**config.mk**
```make
export PLATFORM = sky130hd
export DESIGN_NAME = fmul_36bit_arbiter
export DESIGN_NICKNAME = d
export VERILOG_FILES = /design/src/rtl/fmul_36bit_arb_pkg.sv /design/src/rtl/fmul_36bit_arb_tag_fifo.sv /design/src/rtl/fmul_36bit_arbiter.sv
export SDC_FILE = /design/constraint.sdc
export NUM_CORES = 1
export LEC_CHECK = 0
export CORE_AREA = 2 2 176 178
export CTS_BUF_LIST = sky130_fd_sc_hd__clkbuf_16
export DETAILED_ROUTE_END_ITERATION = 7
export DIE_AREA = 0 0 178 180
export PLACE_DENSITY = 0.52
export SYNTH_ARGS = -nofsm -noshare
export SYNTH_HDL_FRONTEND = slang
export SYNTH_HIERARCHICAL = 1
export SYNTH_SLANG_ARGS = --single-unit
```
**constraint.sdc**
```tcl
create_clock -name iCLOCK -period 4.34 [get_ports iCLOCK]
set_clock_uncertainty 0.1 [all_clocks]
set_input_delay 0.651 -clock iCLOCK [delete_from_list [all_inputs] [get_ports iCLOCK]]
set_output_delay 0.651 -clock iCLOCK [all_outputs]
set_load 0.01 [all_outputs]
```
**src/rtl/fmul_36bit_arb_pkg.sv**
```systemverilog
// fmul_36bit_arb_pkg: shared FP36 types and tag decode helper for the fmul arbiter
package fmul_36bit_arb_pkg;
  localparam int FP36_W = 36;
  localparam int MAX_REQ = 8;
  typedef logic [FP36_W-1:0] fp36_t;
  function automatic logic [MAX_REQ-1:0] onehot_dec(input logic [2:0] id);
    logic [MAX_REQ-1:0] r;
    r = '0;
    r[id] = 1'b1;
    return r;
  endfunction
endpackage

```
**src/rtl/fmul_36bit_arb_tag_fifo.sv**
```systemverilog
// fmul_36bit_arb_tag_fifo: in-order FIFO of requester tags for ops in flight
module fmul_36bit_arb_tag_fifo #(
  parameter int TAG_W = 2,
  parameter int DEPTH = 8
) (
  input  logic                   clk_i,
  input  logic                   rst_i,
  input  logic                   push_i,
  input  logic                   pop_i,
  input  logic [TAG_W-1:0]       tag_i,
  output logic                   full_o,
  output logic                   empty_o,
  output logic [TAG_W-1:0]       head_o,
  output logic [$clog2(DEPTH):0] count_o
);
  localparam int AW = $clog2(DEPTH);
  logic [TAG_W-1:0] mem_q [DEPTH];
  logic [AW-1:0]    wr_q, rd_q;
  logic [AW:0]      cnt_q;
  always_ff @(posedge clk_i) begin
    if (push_i) mem_q[wr_q] <= tag_i;
  end
  always_ff @(posedge clk_i) begin
    if (rst_i) begin
      wr_q  <= '0;
      rd_q  <= '0;
      cnt_q <= '0;
    end else begin
      wr_q  <= push_i ? wr_q + 1'b1 : wr_q;
      rd_q  <= pop_i ? rd_q + 1'b1 : rd_q;
      cnt_q <= cnt_q + (AW+1)'(push_i) - (AW+1)'(pop_i);
    end
  end
  assign full_o  = cnt_q == (AW+1)'(DEPTH);
  assign empty_o = cnt_q == '0;
  assign head_o  = mem_q[rd_q];
  assign count_o = cnt_q;
endmodule

```
**src/rtl/fmul_36bit_arbiter.sv**
```systemverilog
// fmul_36bit_arbiter: shares one FP36 multiplier pipeline among N_REQ requesters, returning results by tag.
// Define FMUL_36BIT_ARB_FIXED_PRIO_EN for fixed lowest-index priority instead of round-robin.
module fmul_36bit_arbiter
  import fmul_36bit_arb_pkg::*;
#(
  parameter int N_REQ        = 4,
  parameter int MAX_INFLIGHT = 8
) (
  input  logic                    iCLOCK,
  input  logic                    iRESET_SYNC,
  input  logic [N_REQ-1:0]        iREQ_VALID,
  output logic [N_REQ-1:0]        oREQ_BUSY,
  input  logic [N_REQ*FP36_W-1:0] iREQ_DATA_A,
  input  logic [N_REQ*FP36_W-1:0] iREQ_DATA_B,
  output logic                    oFMUL_VALID,
  input  logic                    iFMUL_BUSY,
  output fp36_t                   oFMUL_DATA_A,
  output fp36_t                   oFMUL_DATA_B,
  input  logic                    iFMUL_RES_VALID,
  output logic                    oFMUL_RES_BUSY,
  input  fp36_t                   iFMUL_RES_DATA,
  output logic [N_REQ-1:0]        oRES_VALID,
  input  logic [N_REQ-1:0]        iRES_BUSY,
  output fp36_t                   oRES_DATA,
  output logic                    oERR_ORPHAN
);
  localparam int TW = $clog2(N_REQ);
  localparam int CW = $clog2(MAX_INFLIGHT) + 1;
  logic [TW-1:0] base, gnt_id, head;
  logic          gnt_vld, stall, accept, pop, full, empty;
  logic [CW-1:0] count;
  int            idx;
  logic          valid_q, valid_d, err_q;
  fp36_t         a_q, a_d, b_q, b_d;
`ifdef FMUL_36BIT_ARB_FIXED_PRIO_EN
  assign base = '0;
`else
  logic [TW-1:0] rr_q;
  always_ff @(posedge iCLOCK) begin
    if (iRESET_SYNC) rr_q <= '0;
    else if (accept) rr_q <= gnt_id == TW'(N_REQ-1) ? '0 : gnt_id + 1'b1;
  end
  assign base = rr_q;
`endif
  // Scan downward so the requester closest to base is assigned last and wins.
  always_comb begin
    gnt_vld = 1'b0;
    gnt_id  = '0;
    idx     = 0;
    for (int k = N_REQ-1; k >= 0; k--) begin
      idx = int'(base) + k;
      idx = idx >= N_REQ ? idx - N_REQ : idx;
      if (iREQ_VALID[idx]) begin
        gnt_vld = 1'b1;
        gnt_id  = TW'(idx);
      end
    end
  end
  assign stall  = (iFMUL_BUSY && valid_q) || full;
  assign accept = gnt_vld && !stall && !iRESET_SYNC;
  always_comb begin
    oREQ_BUSY = '1;
    for (int i = 0; i < N_REQ; i++)
      oREQ_BUSY[i] = iRESET_SYNC || stall || !(gnt_vld && gnt_id == TW'(i));
  end
  assign valid_d = accept || (iFMUL_BUSY && valid_q);
  assign a_d     = accept ? iREQ_DATA_A[FP36_W*gnt_id +: FP36_W] : a_q;
  assign b_d     = accept ? iREQ_DATA_B[FP36_W*gnt_id +: FP36_W] : b_q;
  always_ff @(posedge iCLOCK) begin
    if (iRESET_SYNC) begin
      valid_q <= 1'b0;
      a_q     <= '0;
      b_q     <= '0;
      err_q   <= 1'b0;
    end else begin
      valid_q <= valid_d;
      a_q     <= a_d;
      b_q     <= b_d;
      err_q   <= err_q || (count == '0 && iFMUL_RES_VALID);
    end
  end
  fmul_36bit_arb_tag_fifo #(.TAG_W(TW), .DEPTH(MAX_INFLIGHT)) u_tag_fifo (
    .clk_i   (iCLOCK),
    .rst_i   (iRESET_SYNC),
    .push_i  (accept),
    .pop_i   (pop),
    .tag_i   (gnt_id),
    .full_o  (full),
    .empty_o (empty),
    .head_o  (head),
    .count_o (count)
  );
  assign pop            = !empty && !iRESET_SYNC && iFMUL_RES_VALID && !iRES_BUSY[head];
  assign oRES_VALID     = (!empty && !iRESET_SYNC && iFMUL_RES_VALID) ? N_REQ'(onehot_dec(3'(head))) : '0;
  assign oFMUL_RES_BUSY = !empty && !iRESET_SYNC && iRES_BUSY[head];
  assign oRES_DATA      = iFMUL_RES_DATA;
  assign oFMUL_VALID    = valid_q;
  assign oFMUL_DATA_A   = a_q;
  assign oFMUL_DATA_B   = b_q;
  assign oERR_ORPHAN    = err_q;
endmodule
```
# Word level (Yosys, flattened, before mapping)
# Memory sizes are Yosys's and may differ from the RTL's. A register that Yosys moved wholly into a read port is not among the register bits.
# Cells that the tools add are included.
[word_totals]
word_cells = 104
ff_bits = 86
out_inout_bits = 119
ramBits = 16
mem_count = 1
[op_classes]
n_shift = 2
order_cmp = 11
n_addsub = 12
multipliers = 1
muxes = 34
n_reduce_logical = 31
n_eq_ne = 4
[memory_table]
columns = ["name", "depth", "width", "rd", "rd_clocked_by_memory_dff", "wr", "line", "source"]
rows = [
  ["u_tag_fifo.mem_q", 8, 2, 1, 1, 1, "fmul_36bit_arb_tag_fifo.sv:17", "logic [TAG_W-1:0] mem_q [DEPTH];"],
]
[op_table]
columns = ["op", "count"]
rows = [
  ["$shiftx 144x9->36", 2],
  ["$lt 32x4->1 const B", 4],
  ["$mux 32", 4],
  ["$mux 1", 16],
  ["$logic_and 1x1->1", 13],
  ["$sub 3x3->4 const B", 3],
  ["$bmux 1 s2", 5],
  ["$mux 2", 5],
  ["$ge 3x3->1 const B", 3],
  ["$logic_not 1->1", 8],
  ["$logic_or 1x1->1", 8],
  ["$add 2x2->3 const B", 2],
  ["$add 3x1->3 const B", 2],
  ["$mul 4x2->6 const A", 1],
  ["$mux 3", 2],
  ["$add 4x1->4", 1],
  ["$eq 2x2->1 const B", 2],
  ["$eq 4x4->1 const B", 1],
  ["$logic_not 4->1", 1],
  ["$lt 2x4->1 const B", 1],
  ["$mux 4", 1],
  ["$sub 2x3->4 const B", 1],
  ["$sub 4x1->4", 1],
  ["$add 2x1->3 const B", 1],
  ["other kinds (7)", 7],
]

# Longest topological paths before layout
[depth]
word_depth = 14
depth_mapped = 13
ltp_nobuf = 13

# Hierarchy
# Netlist, hierarchy kept.
[modules_own_cells]
columns = ["mod", "cells_per_inst", "n_inst", "area_each_um2"]
rows = [
  ["fmul_36bit_arbiter", 484, 1, 4880.9],
  ["fmul_36bit_arb_tag_fifo", 92, 1, 1234.9],
]

# Worst setup path before layout
# No wires, ideal clock.
[synth_timing]
path_type = "register to register"
from = "register (tool-made name)"
to = "register u_tag_fifo.cnt_q[2] (netlist: u_tag_fifo/count_o[2])"
t_required_ns = 4.112
path_buffers = 0
setup_time_ns = 0.128
slack_ns = 1.150
arrival_ns = 2.962
path_stages_with_launch = 12
synth_period_minus_slack_ns = 3.190
cell_sequence = "dfxtp_1 mux4_1 mux2_2 mux4_2 nor2_1 ha_1 inv_1 ha_1 inv_1 fa_1 xor2_1 nor2_1"
[synth_lines]
columns = ["element", "line", "source"]
rows = [
  ["end signal, assigned", "fmul_36bit_arb_tag_fifo.sv:31", "cnt_q <= cnt_q + (AW+1)'(push_i) - (AW+1)'(pop_i);"],
  ["end, declared", "fmul_36bit_arb_tag_fifo.sv:19", "logic [AW:0] cnt_q;"],
]

==> impl_metrics.yaml <==
cts:
  post_cts_buffers: 0
  clkLatencyLatePin_ns: 0.35
  clk_pin_slew_ns: 0.09
  clock-sinks: 105
  cts_hold_buf: 0
  clk_path_buf_depth: 2
  clock-root-buffer: "clkbuf_16"
  cts_made_buffers: 9
  ctsResizeCount: 0
  h-tree-depth: 3
  cts_tree: "done"
synth:
  synth_edf_count: 16
  synth_area_leaders: "dfxtp_1 (29%), mux2i_1 (24%), o221ai_1 (10%), edfxtp_1 (7.9%), nand2_1 (4.9%)"
  ys_warn_count: 6
  syn_inst: 576
  avgSynthCellArea_sq_um: 10.62
  yosysTopAreaCell: "dfxtp_1"
  syn_nets: 922
  synth_seq_area_share_pct: 36.99
  synth_area_sq_um: 6116
  synthArstFlopShare_pct: 0
  ys.flop_type: "dfxtp_1"
  synth_top_area_share_pct: 29.13
  yosysUniqueCellTypes: 43
  ys_ff_latch: 105
sta:
  setup_tns_ns: 0
  setup_viol: 0
  worst_slew_pin_slew_ns: 1.039
  period_needed_ns: 3.522
  drv_slew: 0
  finalCritPeriodShare_pct: 81.16
  fin_ws_ns: 0.8177
  slew_headroom_pct: 30.29
  hold_viol: 0
  whs_ns: 0.3657
  fmax_ghz: 0.2839
  rsz0062_at_grt: "false"
worst_setup_path:
  start_kind: "flop"
  crit_fanout: 5
  critPathArrivalTime_ns: 2.77
  path_class: "flop to output pin"
  critPathCaptureType: "output pin"
  cp.required_ns: 3.59
placement:
  post-place-ws_ns: 0.8238
  place.detailed.hpwl_microns: 16630
  port_buffers: 382
  dp.cells: 1283
  gp_congestion: 0.7605
power:
  power.total_mw: 4.036
  power_density_nw_per_um2: 399.1
  p_leak_nw: 3.652
  vdd_drop_max_mv: 0.1764
global_route:
  globalRouteTotalUtil_pct: 13.10
  top_usage_layer: "met2"
  use_met3_pct: 4.251
  grt_pass1_wl_microns: 32390
  use_met2_pct: 23.74
  grt_max_degree: 79
  grt_overflow: 0
  grt_use_met1_pct: 14.20
  grt_pass1_vias: 5799
  antenna_found_initial: 1
run:
  drv_cap: 0
drt:
  wire_per_inst_microns: 16.77
  antenna_left: 0
  via_per_inst: 4.293
  dr.pass1.iters: 4
  vias: 5576
  drt_iter0_drc: 119
  drc: 0
  wl_microns: 21780
final_layout:
  area_growth_pct: 65.38
  drive_gt1_share_pct: 3.876
  fin_cells: 1299
  fillers: 3065
  most-common-layout-cells: "clkdlybuf4s50_1 (382), mux2i_1 (147), dfxtp_1 (89), nand2_1 (79), o221ai_1 (72)"
  antenna_cells: 0
  final_common_cell: "clkdlybuf4s50_1"
  nNetsFinal: 1244
floorplanning:
  core_area_sq_um: 30190
  initial_core_util_pct: 20.26
  pin_count: 455
  die-width_microns: 178
  dieArea_sq_um: 32040
  core.rowCount: 64
  die_y_microns: 180
hold_path:
  hp-class: "flop to flop"
outcome:
  outcome: "finished, final reports clean"
==> metrics by stage <==
step	util (%)	cell area [sq um]
after global placement	32.52	9818
after CTS	33.50	10110
after global routing	33.50	10110
after floorplan	-	6116
after detailed placement	32.52	9818
final	33.50	10110
==> worst paths after layout <==
path / from / endpoint / slack (ns) / cells after the start
hold / removal: oFMUL_DATA_A[16]$_SDFFE_PP0P_ / oFMUL_DATA_A[16]$_SDFFE_PP0P_ / 0.37 / 2
hold reg to reg: oFMUL_DATA_A[16]$_SDFFE_PP0P_ / oFMUL_DATA_A[16]$_SDFFE_PP0P_ / 0.37 / 2
setup reg to reg: flop / u_tag_fifo/count_o[2]$_SDFF_PP0_ / 0.98 / 11
setup / recovery: flop / oFMUL_RES_BUSY / 0.82 / 5
==> cells in the mapped netlist (2+ instances only) <==
master         count
clkbuf_1           6
or2_1              2
mux2i_1          147
xnor2_1            2
buf_12            12
nand2_1           80
buf_2             12
buf_6              4
bufbuf_8           2
a21oi_1            6
ha_1               9
inv_1              9
dfxtp_1           89
nor3_1             3
nor3b_1            2
a211oi_1           2
dlygate4sd1_1      5
buf_4             37
edfxtp_1          16
xor2_1             3
o22a_1             2
mux2_2             2
nor2_1            22
nor2b_1            2
nand2b_1           7
o221ai_1          72
and3_1             2
mux4_1             4
==> power by group <==
part / internal (mW) / switching (mW)
sequential: 1.24 / 0.135
clock: 0.409 / 0.448
combinational: 1.00 / 0.800
==> flip-flops by register name (all words and copies together) (netlist names), 2 cells and up, named ones only <==
register and flops:
oFMUL_DATA_A 36, u_tag_fifo/count_o 4, u_tag_fifo/mem_q 16, u_tag_fifo/rd_q 3, u_tag_fifo/wr_q 3, base 2, oFMUL_DATA_B 36
==> logic make-up (layout without fill, tap and decap cells) <==
group	Yosys count	in the layout	synth area share [%]
adder cells (fa/ha/maj)	10	10	2.169
AND/OR/NAND/NOR	127	127	8.858
flip-flops	105	105	36.99
buffers and inverters	87	414	12.44
XOR/XNOR	5	5	0.7162
multiplexers	154	154	26.51
AO/OA/AOI/OAI	88	88	12.32
==> metal layers <==
layer,vias up,wire length (microns)
met2,230,11160
met1,2566,8182
met4,2,491
li1,2744,-
met3,34,1928
met5,-,11
==> layout make-up <==
type                            instances  area (sq um)  share of cell area, %
Multi-Input combinational cell        384          3113                  30.78
Timing Repair Buffer                  389          3914                  38.69
Inverter                                9         33.78                 0.3340
Sequential cell                       105          2262                  22.37
Tap cell                              396         495.5                  4.899
Clock inverter                          7         71.32                 0.7051
Clock buffer                            9         225.2                  2.227
==> worst max-delay path: stages (launching register included) <==
cell and delay [ns]:
dfxtp_1 0.43, mux4_1 0.57, mux2_2 0.32, mux4_2 0.44, and2_1 0.18, clkdlybuf4s50_1 0.47
(Power assumes the default switching activity.)
